$ cat src/rtl/cpu_io_port_pkg.sv
`default_nettype none
// ============================================================================
//  Module      : cpu_io_port_pkg
//  Description : Shared word type, default sizing and width helper for the
//                CPU I/O port slice.
//  Revision    : 1.0 - initial release
// ============================================================================
package cpu_io_port_pkg;

    localparam int unsigned c_WORD_W             = 8;
    localparam int unsigned c_DB_MAX_DEFAULT     = 1250000;
    localparam int unsigned c_FIFO_DEPTH_DEFAULT = 4;

    typedef logic [c_WORD_W-1:0] word_t;

    // Occupancy needs one extra bit so that "full" is representable.
    function automatic int unsigned f_count_width(input int unsigned depth);
        return $clog2(depth) + 1;
    endfunction

endpackage : cpu_io_port_pkg
`default_nettype wire

$ cat src/rtl/io_fifo.sv
`default_nettype none
// ============================================================================
//  Module      : io_fifo
//  Description : Parameterised first-word-fall-through synchronous FIFO.
//                A push while full is only accepted when a pop frees a slot
//                in the same cycle.
//  Revision    : 1.0 - initial release
// ============================================================================
module io_fifo
    import cpu_io_port_pkg::*;
#(
    parameter int unsigned DW    = c_WORD_W,
    parameter int unsigned DEPTH = c_FIFO_DEPTH_DEFAULT,
    parameter int unsigned CW    = f_count_width(c_FIFO_DEPTH_DEFAULT)
) (
    input  logic          Clock,
    input  logic          Reset,
    input  logic          i_push,
    input  logic          i_pop,
    input  logic [DW-1:0] i_wdata,
    output logic [DW-1:0] o_rdata,
    output logic          o_full,
    output logic          o_empty,
    output logic [CW-1:0] o_count
);

    localparam int unsigned c_AW = (DEPTH > 1) ? $clog2(DEPTH) : 1;

    logic [DW-1:0]   r_mem [DEPTH];
    logic [c_AW-1:0] r_wr_ptr;
    logic [c_AW-1:0] r_rd_ptr;
    logic [CW-1:0]   r_count;

    logic w_full;
    logic w_empty;
    logic w_wr_en;
    logic w_rd_en;

    assign w_full  = (r_count == CW'(DEPTH));
    assign w_empty = (r_count == '0);
    assign w_rd_en = i_pop && !w_empty;
    assign w_wr_en = i_push && (!w_full || w_rd_en);

    always_ff @(posedge Clock) begin
        if (w_wr_en) begin
            r_mem[r_wr_ptr] <= i_wdata;
        end
    end

    // DEPTH is a power of two, so pointer overflow is the wrap.
    always_ff @(posedge Clock) begin
        if (Reset) begin
            r_wr_ptr <= '0;
            r_rd_ptr <= '0;
            r_count  <= '0;
        end else begin
            if (w_wr_en) begin
                r_wr_ptr <= r_wr_ptr + c_AW'(1);
            end
            if (w_rd_en) begin
                r_rd_ptr <= r_rd_ptr + c_AW'(1);
            end
            case ({w_wr_en, w_rd_en})
                2'b10:   r_count <= r_count + CW'(1);
                2'b01:   r_count <= r_count - CW'(1);
                default: r_count <= r_count;
            endcase
        end
    end

    assign o_rdata = r_mem[r_rd_ptr];
    assign o_full  = w_full;
    assign o_empty = w_empty;
    assign o_count = r_count;

endmodule : io_fifo
`default_nettype wire

$ cat src/rtl/synchroniser.sv
`default_nettype none
// ============================================================================
//  Module      : synchroniser
//  Description : Two-flop synchroniser for one asynchronous input bit.
//  Revision    : 1.0 - initial release
// ============================================================================
module synchroniser (
    input  logic Clock,
    input  logic Reset,
    input  logic i_async,
    output logic o_sync
);

    logic r_meta;
    logic r_sync;

    always_ff @(posedge Clock) begin
        if (Reset) begin
            r_meta <= 1'b0;
            r_sync <= 1'b0;
        end else begin
            r_meta <= i_async;
            r_sync <= r_meta;
        end
    end

    assign o_sync = r_sync;

endmodule : synchroniser
`default_nettype wire

$ cat src/rtl/cpu_io_port.sv
`default_nettype none
// ============================================================================
//  Module      : cpu_io_port
//  Description : Board-side CPU data port: debounced Enter/switch latch toward
//                the CPU, de-duplicated capture of CPU output words into a
//                FWFT FIFO drained by the display logic.
//  Revision    : 1.0 - initial release
// ============================================================================
module cpu_io_port
    import cpu_io_port_pkg::*;
#(
    parameter int unsigned DB_MAX     = c_DB_MAX_DEFAULT,
    parameter int unsigned FIFO_DEPTH = c_FIFO_DEPTH_DEFAULT,
    parameter int unsigned CW         = f_count_width(c_FIFO_DEPTH_DEFAULT)
) (
    input  logic          Clock,
    input  logic          Reset,
    input  logic [7:0]    Sw,
    input  logic          Enter,
    output logic [7:0]    Din,
    output logic          Sample,
    input  logic [7:0]    Dout,
    input  logic          Dval,
    output logic [7:0]    Odata,
    output logic          Ovalid,
    input  logic          Oready,
    output logic [CW-1:0] Count,
    output logic          Overflow
);

    localparam int unsigned c_DBW = (DB_MAX > 1) ? $clog2(DB_MAX) : 1;
    localparam logic [c_DBW-1:0] c_DB_LAST = c_DBW'(DB_MAX - 1);

    logic        w_enter_sync;
    word_t       w_sw_sync;
    logic [c_DBW-1:0] r_db_cnt;
    logic        r_level;
    word_t       r_din;

    word_t       r_last;
    logic        r_have_last;
    logic        r_overflow;
    logic        w_capture;
    logic        w_pop;
    logic        w_full;
    logic        w_empty;
    word_t       w_head;
    logic [CW-1:0] w_count;

    synchroniser u_enter_sync (
        .Clock   (Clock),
        .Reset   (Reset),
        .i_async (Enter),
        .o_sync  (w_enter_sync)
    );

    for (genvar gi = 0; gi < c_WORD_W; gi++) begin : g_sw_sync
        synchroniser u_sw_sync (
            .Clock   (Clock),
            .Reset   (Reset),
            .i_async (Sw[gi]),
            .o_sync  (w_sw_sync[gi])
        );
    end

    // Switches are latched only on the rising debounced edge so Din is
    // stable for the whole time Sample is high.
    always_ff @(posedge Clock) begin
        if (Reset) begin
            r_db_cnt <= '0;
            r_level  <= 1'b0;
            r_din    <= '0;
        end else if (w_enter_sync != r_level) begin
            if (r_db_cnt == c_DB_LAST) begin
                r_db_cnt <= '0;
                r_level  <= w_enter_sync;
                if (w_enter_sync) begin
                    r_din <= w_sw_sync;
                end
            end else begin
                r_db_cnt <= r_db_cnt + c_DBW'(1);
            end
        end else begin
            r_db_cnt <= '0;
        end
    end

    assign Din    = r_din;
    assign Sample = r_level;

    assign w_capture = Dval && (!r_have_last || (Dout != r_last));
    assign w_pop     = !w_empty && Oready;

    // The last-captured word tracks even dropped captures so a held value
    // is never retried.
    always_ff @(posedge Clock) begin
        if (Reset) begin
            r_last      <= '0;
            r_have_last <= 1'b0;
            r_overflow  <= 1'b0;
        end else begin
            if (w_capture) begin
                r_last      <= Dout;
                r_have_last <= 1'b1;
            end
            if (w_capture && w_full && !w_pop) begin
                r_overflow <= 1'b1;
            end
        end
    end

    io_fifo #(
        .DW    (c_WORD_W),
        .DEPTH (FIFO_DEPTH),
        .CW    (CW)
    ) u_fifo (
        .Clock   (Clock),
        .Reset   (Reset),
        .i_push  (w_capture),
        .i_pop   (w_pop),
        .i_wdata (Dout),
        .o_rdata (w_head),
        .o_full  (w_full),
        .o_empty (w_empty),
        .o_count (w_count)
    );

    assign Odata    = w_head;
    assign Ovalid   = !w_empty;
    assign Count    = w_count;
    assign Overflow = r_overflow;

endmodule : cpu_io_port
`default_nettype wire

$ cat config.mk
export PLATFORM = sky130hd
export DESIGN_NAME = cpu_io_port
export DESIGN_NICKNAME = d
export VERILOG_FILES = /design/src/rtl/cpu_io_port_pkg.sv /design/src/rtl/io_fifo.sv /design/src/rtl/synchroniser.sv /design/src/rtl/cpu_io_port.sv
export SDC_FILE = /design/constraint.sdc
export NUM_CORES = 1
export LEC_CHECK = 0
export CAP_MARGIN = 20
export CORE_MARGIN = 2
export CORE_UTILIZATION = 58
export CTS_BUF_LIST = sky130_fd_sc_hd__clkbuf_8
export DETAILED_ROUTE_END_ITERATION = 6
export HOLD_SLACK_MARGIN = 0.12
export PLACE_DENSITY = 0.89
export RECOVER_POWER = 25
export SYNTH_ARGS = -nofsm -noshare
export SYNTH_HDL_FRONTEND = slang
export SYNTH_SLANG_ARGS = --single-unit
$ cat constraint.sdc
create_clock -name Clock -period 3.3 [get_ports Clock]
set_clock_uncertainty 0.15 [all_clocks]
set_input_delay 0.495 -clock Clock [delete_from_list [all_inputs] [get_ports Clock]]
set_output_delay 0.495 -clock Clock [all_outputs]
set_load 0.05 [all_outputs]
==> Word level (Yosys, flattened, before mapping) <==
Memories as Yosys holds them, arrays and structs flattened. A register that Yosys moved wholly into a read port is not among the register bits.
Index checks and enable logic that the tools add are counted.
{ "totals": {"reg_bits": 65, "ram_bits": 32, "input_bits": 21, "out_inout_bits": 22, "elab_cells": 62, "memories": 1} }
{ "classes": {"add_sub_neg": 5, "eq_ne": 6, "muxes": 5, "bitwise_logic": 1, "reduce_logical": 17} }
{ "mem_list": {"columns": ["name", "words", "width", "read_ports", "rd_clocked_by_memory_dff", "wr", "line_no", "rtl"], "rows": [
  ["u_fifo.r_mem", 4, 8, 1, 1, 1, "io_fifo.sv:29", "logic [DW-1:0] r_mem [DEPTH];"]
]} }
{ "op_table": {"columns": ["operator", "count"], "rows": [
  ["$add 21x1->21 const B", 1],
  ["$eq 21x21->1 const B", 1],
  ["$ne 8x8->1", 1],
  ["$logic_and 1x1->1", 6],
  ["$pmux 3 s2", 1],
  ["$add 2x1->2 const B", 2],
  ["$logic_not 1->1", 4],
  ["$mux 2", 2],
  ["$add 3x1->3 const B", 1],
  ["$eq 3x3->1 const B", 1],
  ["$logic_not 3->1", 1],
  ["$reduce_and 3->1", 1],
  ["$reduce_or 3->1", 1],
  ["$sub 3x1->3 const B", 1],
  ["$eq 2x1->1 const B", 1],
  ["$eq 2x2->1 const B", 1],
  ["$logic_or 1x1->1", 2],
  ["$mux 1", 2],
  ["$reduce_and 2->1", 1],
  ["$reduce_bool 2->1", 1],
  ["$ne 1x1->1", 1],
  ["$not 1->1", 1]
]} }

==> Longest topological paths before layout <==
Gate-level depths: netlist (run 1).
{ "logic_depth": {"depth_word": 8, "mapped_depth": 11, "mapped_depth_nobuf": 10} }

==> Modules after synthesis <==
Synthesis (run 1) repeated with hierarchy kept, for this count alone.
{ "unflattened": {"hier_cells": 347, "hier_area_um2": 4001.3} }
{ "by_module_without_submodules": {"columns": ["mod", "n_inst", "cells_each", "area_each_um2", "seq_area_each_um2"], "rows": [
  ["cpu_io_port", 1, 215, 1883.1, 800.8],
  ["io_fifo", 1, 96, 1645.3, 1141.1],
  ["synchroniser", 9, 4, 52.6, 40.0]
]} }

==> Least setup slack after synthesis (run 1) <==
No wires, ideal clock.
{ "synth_path": {"path_kind": "register to register", "start": "register u_fifo.r_count[2], in the netlist u_fifo.o_count[2]", "end": "register u_fifo.r_count[2], in the netlist u_fifo.o_count[2]", "setup_time_ps": 71, "arrival_ps": 2628, "required_time_ps": 3079, "slack_ps": 451, "path_stages_with_launch": 11, "path_buffers": 0, "synth_period_minus_slack_ps": 2849, "cell_sequence": "dfxtp_1 > or4b_1 > nand2_1 > a31oi_1 > inv_1 > ha_1 > inv_1 > fa_1 > xor2_1 > or3_1 > a21oi_1"} }
{ "synth_between": {"elab_chain_cells": 8, "elab_cells_between_ends": 14, "cone_classes": "add/sub: 2; eq/ne: 3; mux: 1; reduce/logical: 8"} }
{ "synth_rtl": {"columns": ["element", "line_no", "rtl"], "rows": [
  ["start, declared", "io_fifo.sv:32", "logic [CW-1:0] r_count;"],
  ["start signal, assigned", "io_fifo.sv:64", "2'b10: r_count <= r_count + CW'(1);"],
  ["start signal, assigned", "io_fifo.sv:65", "2'b01: r_count <= r_count - CW'(1);"],
  ["start signal, assigned", "io_fifo.sv:66", "default: r_count <= r_count;"],
  ["$logic_not 3->1", "io_fifo.sv:40", "assign w_empty = (r_count == '0);"],
  ["$logic_not 1->1", "io_fifo.sv:41, cpu_io_port.sv:92", null],
  ["$logic_and 1x1->1", "cpu_io_port.sv:92", "assign w_pop = !w_empty && Oready;"],
  ["$logic_and 1x1->1", "io_fifo.sv:41", "assign w_rd_en = i_pop && !w_empty;"],
  ["$logic_or 1x1->1", "io_fifo.sv:42", "assign w_wr_en = i_push && (!w_full || w_rd_en);"],
  ["$logic_and 1x1->1", "io_fifo.sv:42", null],
  ["$eq 2x1->1 or $eq 2x2->1 (tied branches)", "io_fifo.sv:63", "case ({w_wr_en, w_rd_en})"],
  ["$pmux 3 s2 or $reduce_bool 2->1 (tied branches)", null, null]
]} }
Several ways; a longest one is shown, not always the timed one.
A chain may end at the register's enable or synchronous reset.

==> metrics, run 1 <==
status completed; Cell Int Power just under 2 mW; Min Clock Period, post-route roughly 3 ns; # nets final 437; first-pass GRT wire length 12,600 um; CTS tree built; Post-DP Area between 4000 and 5000 um2; clk root buf clkbuf_8; post-route cell area between 4000 and 5000 um2; Skew-Pair Late Insertion Delay 0.37 ns; # rows 30; core area 6830 um2; # hold bufs at CTS 0; Seq pwr share 0.493; clk slew on worst S/H paths approximately 0.090 ns; setup bufs post-CTS 0; sw frac 0.335; Avg Vias per Cell around 5.6; RSZ-0062 raised after global routing no; routed len/inst 15.0 um; Placer Congestion ~0.77; antenna violations before repair 0; largest area contributor in the netlist dfxtp_1; crit-path max cell delay about 0.72 ns; PD cells roughly 600 nW/um2; Most used DFF post-synth dfxtp_1; vias in the first global route between 2,000 and 3,000; largest net degree at the start of global routing 33; worst min path class register to register; drt pass-1 iters 4; Syn. warnings 0; async set-reset flop share out of synthesis 0; post-synthesis average cell area approximately 11 um2; Residual DRC 0; vias 2,834; Mapped Cells ~370; die width ~88 um; LEAKAGE 1.61 nW; Seq/Total Area, Yosys 0.560; setup_tns 0 ns; max_cap viols 0; WHS Path Cells 1; Post-synth top cells 67 x dfxtp_1, 32 x edfxtp_1, 30 x nor2_1; HPWL after detailed placement ~5300 um; critical path data required time 2.65 ns; number of synthesized flops with an enable pin 32; fillers 503; Max-slew headroom 0.140; I/O Buffers 42; worst IR drop on VDD between 0.3 and 0.4 mV; post-synth top area share 0.326; ANT cells 0; Inserted Clock Buffers 9; Final Max Tran Viols 0; combinational power share 0.269; final worst path period share 0.908; worst-path cell with the longest stage delay clkdlybuf4s50_1; post-synth net total between 300 and 400; overall die height 88.2 um; Finish-stage setup viols 0; antenna viol nets, final 0; #FFs+latches synth 99; Worst setup EP type primary output; top post-synthesis cells by area dfxtp_1 33%, edfxtp_1 23%, mux4_2 4.4%; total congestion overflow 0; share of layout cells above drive strength 1 0.0845; Hold Vio Cnt, Final 0; count leader, synth dfxtp_1; clock tree buffer depth 2; P_sw slightly below 1 mW; total power draw 2.96 mW; Synth Cell Area 4110 um2; r2r worst-path depth 10; die area about 7800 um2; WL final approximately 7600 um; I/O Pins 43; peak fanout along the critical path 8; count of unique library cells instantiated by Yosys between 40 and 50; Num Clock Sinks about 100; CTS-repair resized insts 0; synthesis-to-finish area growth 16.7%; initial drt markers 305; starting density of the core 0.601; startpoint types register; CTS H-tree lvls 3; arrival time at the worst endpoint ~2.4 ns; Tightest Pin Transition 1.29 ns; Crit Path Class register to primary output; FMAX ~330 MHz; GRT Resource Usage Total 0.213; crit-path cells mux4_2 > clkdlybuf4s50_1; Clk network pwr share 0.238
## per-layer routing
metal / GRT usage / part of all wire / up-vias / wire length [um]
met4: 0.0840 / 0.019 / 0 / 146
met1: 0.271 / 0.44 / 1366 / 3360
met5: 0 / 0 / - / 0
li1: - / - / 1376 / -
met3: 0.0584 / 0.054 / 13 / 416
met2: 0.347 / 0.49 / 79 / 3720
## layout make-up
cell class	count	area, um2	area share
Tap cell	96	120	0.0250
Timing Repair Buffer	49	467	0.0973
Sequential cell	99	2300	0.480
Clock inverter	7	48.8	0.0102
Inverter	10	37.5	0.00783
Clock buffer	9	124	0.0258
Multi-Input combinational cell	240	1700	0.354
## flip-flops by register name, indices dropped and copies added, names as in the netlist, named ones only
name / flops
u_fifo.r_rd_ptr: 2
u_enter_sync.o_sync: 1
u_enter_sync.r_meta: 1
u_fifo.r_mem: 32
r_last: 8
Din: 8
r_have_last: 1
Overflow: 1
g_sw_sync.u_sw_sync.r_meta: 8
u_fifo.r_wr_ptr: 2
Sample: 1
u_fifo.o_count: 3
g_sw_sync.u_sw_sync.o_sync: 8
r_db_cnt: 21
## cells by family after synthesis
| family | after synthesis | share of synthesized area |
|---|---|---|
| compound gates | 38 | 0.0588 |
| fa+ha+maj | 7 | 0.0231 |
| mux | 20 | 0.0731 |
| xor+xnor | 23 | 0.0490 |
| simple gates | 152 | 0.209 |
| buf+inv | 29 | 0.0268 |
| flops | 99 | 0.560 |
## cell usage in the layout (no fill, tap or decap), types with 3 or more instances in the layout
| master | instances |
|---|---|
| dfxtp_1 | 67 |
| clkdlybuf4s50_1 | 33 |
| edfxtp_1 | 32 |
| nor2_1 | 30 |
| nor2b_1 | 23 |
| nand2_1 | 19 |
| xnor2_1 | 15 |
| a21oi_1 | 15 |
| nand2b_1 | 14 |
| nand4_1 | 12 |
| mux2i_1 | 12 |
| inv_1 | 10 |
| nand3_1 | 10 |
| clkbuf_8 | 9 |
| mux4_2 | 8 |
| xor2_1 | 8 |
| dlygate4sd3_1 | 8 |
| and2_1 | 7 |
| buf_4 | 7 |
| or3_1 | 6 |
| or4_1 | 6 |
| ha_1 | 6 |
| nor3b_1 | 5 |
| nor3_1 | 5 |
| o21ai_0 | 5 |
| o31ai_1 | 4 |
| o311ai_0 | 4 |
| and3_1 | 3 |
| inv_6 | 3 |
## stage by stage
step / cells / setup slack (ns) / utilization / hold WS [ns]
3_3_place_gp: 494 / 0.172 / 0.677 / 0.266
3_5_place_dp: 494 / 0.0772 / 0.677 / 0.273
4_1_cts: 510 / 0.269 / 0.702 / 0.296
5_1_grt: 510 / 0.195 / 0.702 / 0.307
6_report: 510 / 0.303 / 0.702 / 0.294
2_1_floorplan: 368 / 0.451 / - / 0.264
## critical path: cells and delay by family, from the launching register on
family / cells / cell delay (ns)
buf+inv: 1 / 0.72
mux: 1 / 0.58
flops: 1 / 0.68
## power by group through the flow
stage	sequential, mW	combinational [mW]	clock (mW)
after floorplan	1.50	0.538	0
after global placement	1.48	0.782	0
after detailed placement	1.49	0.794	0
after CTS	1.47	0.801	0.712
after global routing	1.48	0.856	0.758
final	1.46	0.797	0.705
## worst paths after layout
check | start | endpoint | slack, ns
max | register | Odata[4] | 0.30
min | g_sw_sync[5].u_sw_sync.r_meta | g_sw_sync[5].u_sw_sync.o_sync | 0.29
max reg2reg | u_fifo.o_count[0] | u_fifo.o_count[2] | 0.56
min reg2reg | g_sw_sync[5].u_sw_sync.r_meta | g_sw_sync[5].u_sw_sync.o_sync | 0.29
No activity file was read; power rests on OpenSTA's default activity.
==> run 2: changes to the inputs <==
- MAX_ROUTING_LAYER: default -> met4
- SLEW_MARGIN: default -> 20
==> run 2 against run 1 <==
  * Utilization did not move
  * Power barely moved
  * Via count fell by 1.3%
  * Critical endpoint unchanged
  * Wire length rose by 0.46%
  * Combinational power barely moved
  * Sequential cell count did not move
  * Clock-buffer cell count did not move
  * Final cell count did not move
  * Sequential power barely moved
  * Sequential share of layout area did not move
  * Final area did not move
  * Die area did not move
==> metrics, run 2 (synthesis gave the netlist of run 1 again) <==
vias approximately 2,800; CTS tree built; worst min path class register to register; Max-slew headroom 0.131; crit-path cells mux4_2 > clkdlybuf4s50_1; reg2reg setup slack approximately 0.57 ns; Finish-stage setup viols 0; core area between 6000 and 7000 um2; synthesis-to-finish area growth 16.7%; Hold Vio Cnt, Final 0; Tightest Pin Transition about 1.3 ns; # hold bufs at CTS 0; WL final approximately 7700 um; RSZ-0062 raised after global routing no; setup ws final 0.303 ns; Min Clock Period, post-route between 2 and 3 ns; max_cap viols 0; Residual DRC 0; Final Max Tran Viols 0; Seq pwr share 0.493; P_sw slightly below 1 mW; Avg Vias per Cell approximately 5.5; final worst path period share 0.908; clk slew on worst S/H paths roughly 0.090 ns; pre-CTS setup slack 0.0772 ns; peak fanout along the critical path 8; routed len/inst ~15 um; GRT Resource Usage Total 0.221; vias in the first global route between 2,000 and 3,000; Skew-Pair Late Insertion Delay ~0.37 ns; I/O Pins 43; Placer Congestion 0.778; worst-path cell with the longest stage delay clkdlybuf4s50_1; clock tree buffer depth 2; largest net degree at the start of global routing 33; most frequent cells in the layout 67 x dfxtp_1, 33 x clkdlybuf4s50_1, 32 x edfxtp_1; clk root buf clkbuf_8; initial drt markers 293; die area between 7000 and 8000 um2; die width between 80 and 90 um; # nets final approximately 440; Biggest register u_fifo.r_mem; share of layout cells above drive strength 1 0.0845; sw frac 0.335; Inserted Clock Buffers 9; max reg flops 32; first-pass GRT wire length between 10,000 and 15,000 um; crit-path max cell delay between 0.7 and 0.8 ns; I/O Buffers 42; PD cells roughly 600 nW/um2; CTS H-tree lvls 3; Num Clock Sinks 99; setup_tns 0 ns; antenna violations before repair 0; HPWL after detailed placement about 5300 um; startpoint types register; total congestion overflow 0; area of the multi-input gates 1700 um2; Crit Path Class register to primary output; drt pass-1 iters 6; most common cell after layout, fill and taps aside dfxtp_1; CTS-repair resized insts 0; antenna viol nets, final 0; LEAKAGE 1.61 nW; Cell Int Power 1.97 mW; worst IR drop on VDD between 0.3 and 0.4 mV; overall die height 88.2 um; Worst setup EP type primary output; Register Area 2300 um2; Clk network pwr share 0.238; FMAX 334 MHz; ANT cells 0; # rows 30; combinational power share 0.269; Regs by FF count u_fifo.r_mem: 32 flops, r_db_cnt: 21 flops; fillers 503; arrival time at the worst endpoint about 2.4 ns; setup bufs post-CTS 0; status completed; starting density of the core 0.601; critical path data required time ~2.7 ns
## run 2: cell counts in the layout (fill, tap and decap cells not counted)
Identical to the previous run, type by type.
## run 2: critical path: cells and delay by family, from the launching register on
family   cells  cell delay [ns]
mux          1             0.58
buf+inv      1             0.72
flops        1             0.68
## run 2: cell type report
cell class,count,share of cell area
Sequential cell,99,0.480
Inverter,10,0.00783
Multi-Input combinational cell,240,0.354
Clock buffer,9,0.0258
Timing Repair Buffer,49,0.0973
Clock inverter,7,0.0102
Tap cell,96,0.0250
## run 2: routing by layer
| metal | part of all wire | GRT usage | vias up |
|---|---|---|---|
| li1 | - | - | 1378 |
| met1 | 0.45 | 0.276 | 1328 |
| met4 | 0.016 | 0.0840 | 0 |
| met2 | 0.48 | 0.347 | 79 |
| met5 | 0 | - | - |
| met3 | 0.057 | 0.0566 | 13 |
## run 2: final timing paths
path | startpoint | end | cells past startpoint
setup / recovery | register | Odata[4] | 2
hold / removal | g_sw_sync[0].u_sw_sync.r_meta | g_sw_sync[0].u_sw_sync.o_sync | 1
setup reg to reg | u_fifo.o_count[0] | u_fifo.o_count[2] | 10
hold reg to reg | g_sw_sync[0].u_sw_sync.r_meta | g_sw_sync[0].u_sw_sync.o_sync | 1
## run 2: stage by stage
stage	util	total power, mW	instances	hold WS, ns	area [um2]
2_1_floorplan	-	2.04	368	0.264	4110
3_3_place_gp	0.677	2.27	494	0.266	4620
3_5_place_dp	0.677	2.29	494	0.273	4620
4_1_cts	0.702	2.98	510	0.296	4800
5_1_grt	0.702	3.09	510	0.307	4800
6_report	0.702	2.97	510	0.294	4800
## run 2: power groups by stage
| stage | logic [mW] | clock network, mW | registers, mW |
|---|---|---|---|
| after detailed placement | 0.794 | 0 | 1.49 |
| after global routing | 0.856 | 0.759 | 1.48 |
| after CTS | 0.801 | 0.712 | 1.47 |
| final | 0.797 | 0.706 | 1.46 |
| after floorplan | 0.538 | 0 | 1.50 |
| after global placement | 0.782 | 0 | 1.48 |
==> run 3: changes to the inputs <==
- CORE_MARGIN: 2 -> 5
- CORE_UTILIZATION: 58 -> 57
- PLACE_DENSITY: 0.89 -> 0.88
==> run 3 against run 2 <==
  * Sequential power barely moved
  * Via count rose by 0.25%
  * Die area rose by 16%
  * Utilization fell by 2.7 points
  * Final cell count rose by 0.59%
  * Combinational power fell by 0.6%
  * Wire length fell by 2.1%
  * Sequential share of layout area fell by 0.21 points
  * Worst hold slack got worse by 0.0025 ns
  * Clock power rose by 4.5%
  * Sequential cell count did not move
  * Critical path type unchanged
  * Critical endpoint is now Odata[1]
==> metrics, run 3 (synthesis gave the netlist of run 1 again) <==
Clk network pwr share 0.247; Final Max Tran Viols 0; GRT Resource Usage Total 0.185; I/O Buffers between 40 and 50; routed len/inst about 15 um; Finish-stage setup viols 0; pre-CTS setup slack between 0.04 and 0.05 ns; Register Area about 2300 um2; Hold Vio Cnt, Final 0; crit-path cells mux4_2 > clkdlybuf4s50_1; setup_tns 0 ns; HPWL after detailed placement approximately 5400 um; # rows 31; # hold bufs at CTS 0; startpoint types register; drt pass-1 iters 4; core area about 7100 um2; Biggest register u_fifo.r_mem; Num Clock Sinks 99; peak fanout along the critical path 8; P_sw ~1.0 mW; Min Clock Period, post-route approximately 3.0 ns; LEAKAGE ~1.6 nW; RSZ-0062 raised after global routing no; Post-DP Area 4630 um2; Crit Path Class register to primary output; CTS tree built; starting density of the core 0.576; synthesis-to-finish area growth 17.2%; most common cell after layout, fill and taps aside dfxtp_1; worst IR drop on VDD between 0.3 and 0.4 mV; worst min path class register to register; clk root buf clkbuf_8; CP bufs+invs 1; worst-path cell with the longest stage delay clkdlybuf4s50_1; crit-path max cell delay between 0.7 and 0.8 ns; initial drt markers about 180; largest net degree at the start of global routing 33; first-pass GRT wire length 12,600 um; arrival time at the worst endpoint 2.33 ns; critical path data required time roughly 2.7 ns; sw frac 0.334; Max-slew headroom 0.250; max reg flops 32; final worst path period share 0.901; post-route cell area between 4000 and 5000 um2; Worst setup EP type primary output; setup ws final approximately 0.33 ns; combinational power share 0.265; antenna violations before repair 0; vias roughly 2,800; FMAX between 300 and 400 MHz; Residual DRC 0; # nets final 437; most frequent cells in the layout 67 x dfxtp_1, 36 x clkdlybuf4s50_1, 32 x edfxtp_1; status completed; delay-heaviest family, CP buffers and inverters; Tightest Pin Transition roughly 1.1 ns; antenna viol nets, final 0; WL final 7510 um; Seq pwr share 0.488; Regs by FF count u_fifo.r_mem: 32 flops, r_db_cnt: 21 flops; die area about 9000 um2; share of layout cells above drive strength 1 0.0845; Avg Vias per Cell about 5.5; PD cells approximately 620 nW/um2; overall die height ~95 um; Inserted Clock Buffers 9; Cell Int Power between 1.5 and 2 mW; ANT cells 0; total congestion overflow 0; setup bufs post-CTS 0; Placer Congestion 0.823; CTS-repair resized insts 0; area of the multi-input gates about 1700 um2; clk slew on worst S/H paths between 0.1 and 0.15 ns; Skew-Pair Late Insertion Delay approximately 0.36 ns; max_cap viols 0; I/O Pins 43; die width 94.9 um; fillers between 500 and 600; clock tree buffer depth 2; CTS H-tree lvls 3; vias in the first global route about 2,700
-- run 3: cell types whose count changed in the layout (fill, tap and decap cells not counted), sizes merged --
cell           change
clkinvlp           -3
clkdlybuf4s50      +3
dlygate4sd3        -3
inv                +2
clkinv             +1
-- run 3: worst register-to-register path: cells and delay by family, from the launching register on --
| family | cells | cell delay (ns) |
|---|---|---|
| AND/OR/NAND/NOR | 3 | 1.11 |
| XOR/XNOR | 1 | 0.16 |
| adder cells (fa/ha/maj) | 2 | 0.55 |
| buffers and inverters | 2 | 0.14 |
| flip-flops | 1 | 0.37 |
| AO/OA/AOI/OAI | 2 | 0.24 |
-- run 3: stage by stage --
stage	cells	power [mW]	util	hold WS [ns]
finish	513	2.99	0.675	0.291
global route	513	3.15	0.675	0.309
CTS	513	3.02	0.675	0.291
detailed placement	497	2.29	0.648	0.271
global placement	497	2.27	0.648	0.266
floorplan	368	2.04	-	0.264
-- run 3: path summary, 6_finish.rpt --
path	endpoint	slack [ns]	cells after the start	from
hold / removal	g_sw_sync[3].u_sw_sync.o_sync	0.29	1	g_sw_sync[3].u_sw_sync.r_meta
setup reg to reg	u_fifo.o_count[2]	0.53	10	u_fifo.o_count[0]
setup / recovery	Odata[1]	0.33	2	register
hold reg to reg	g_sw_sync[3].u_sw_sync.o_sync	0.29	1	g_sw_sync[3].u_sw_sync.r_meta
-- run 3: layout make-up --
type | instances | share of cell area
Tap cell | 99 | 0.0257
Clock buffer | 9 | 0.0257
Timing Repair Buffer | 49 | 0.0969
Sequential cell | 99 | 0.478
Multi-Input combinational cell | 240 | 0.352
Clock inverter | 7 | 0.0138
Inverter | 10 | 0.00779
-- run 3: power by group through the flow --
stage	registers (mW)	clock network, mW	logic (mW)
floorplan	1.50	0	0.538
global placement	1.48	0	0.783
detailed placement	1.49	0	0.797
CTS	1.46	0.754	0.800
global route	1.48	0.816	0.851
finish	1.46	0.738	0.792
-- run 3: metal layers --
| metal | routed length, um | GRT usage |
|---|---|---|
| met5 | 0 | - |
| met4 | 82 | 0.0673 |
| met3 | 338 | 0.0398 |
| met2 | 3750 | 0.297 |
| met1 | 3340 | 0.231 |
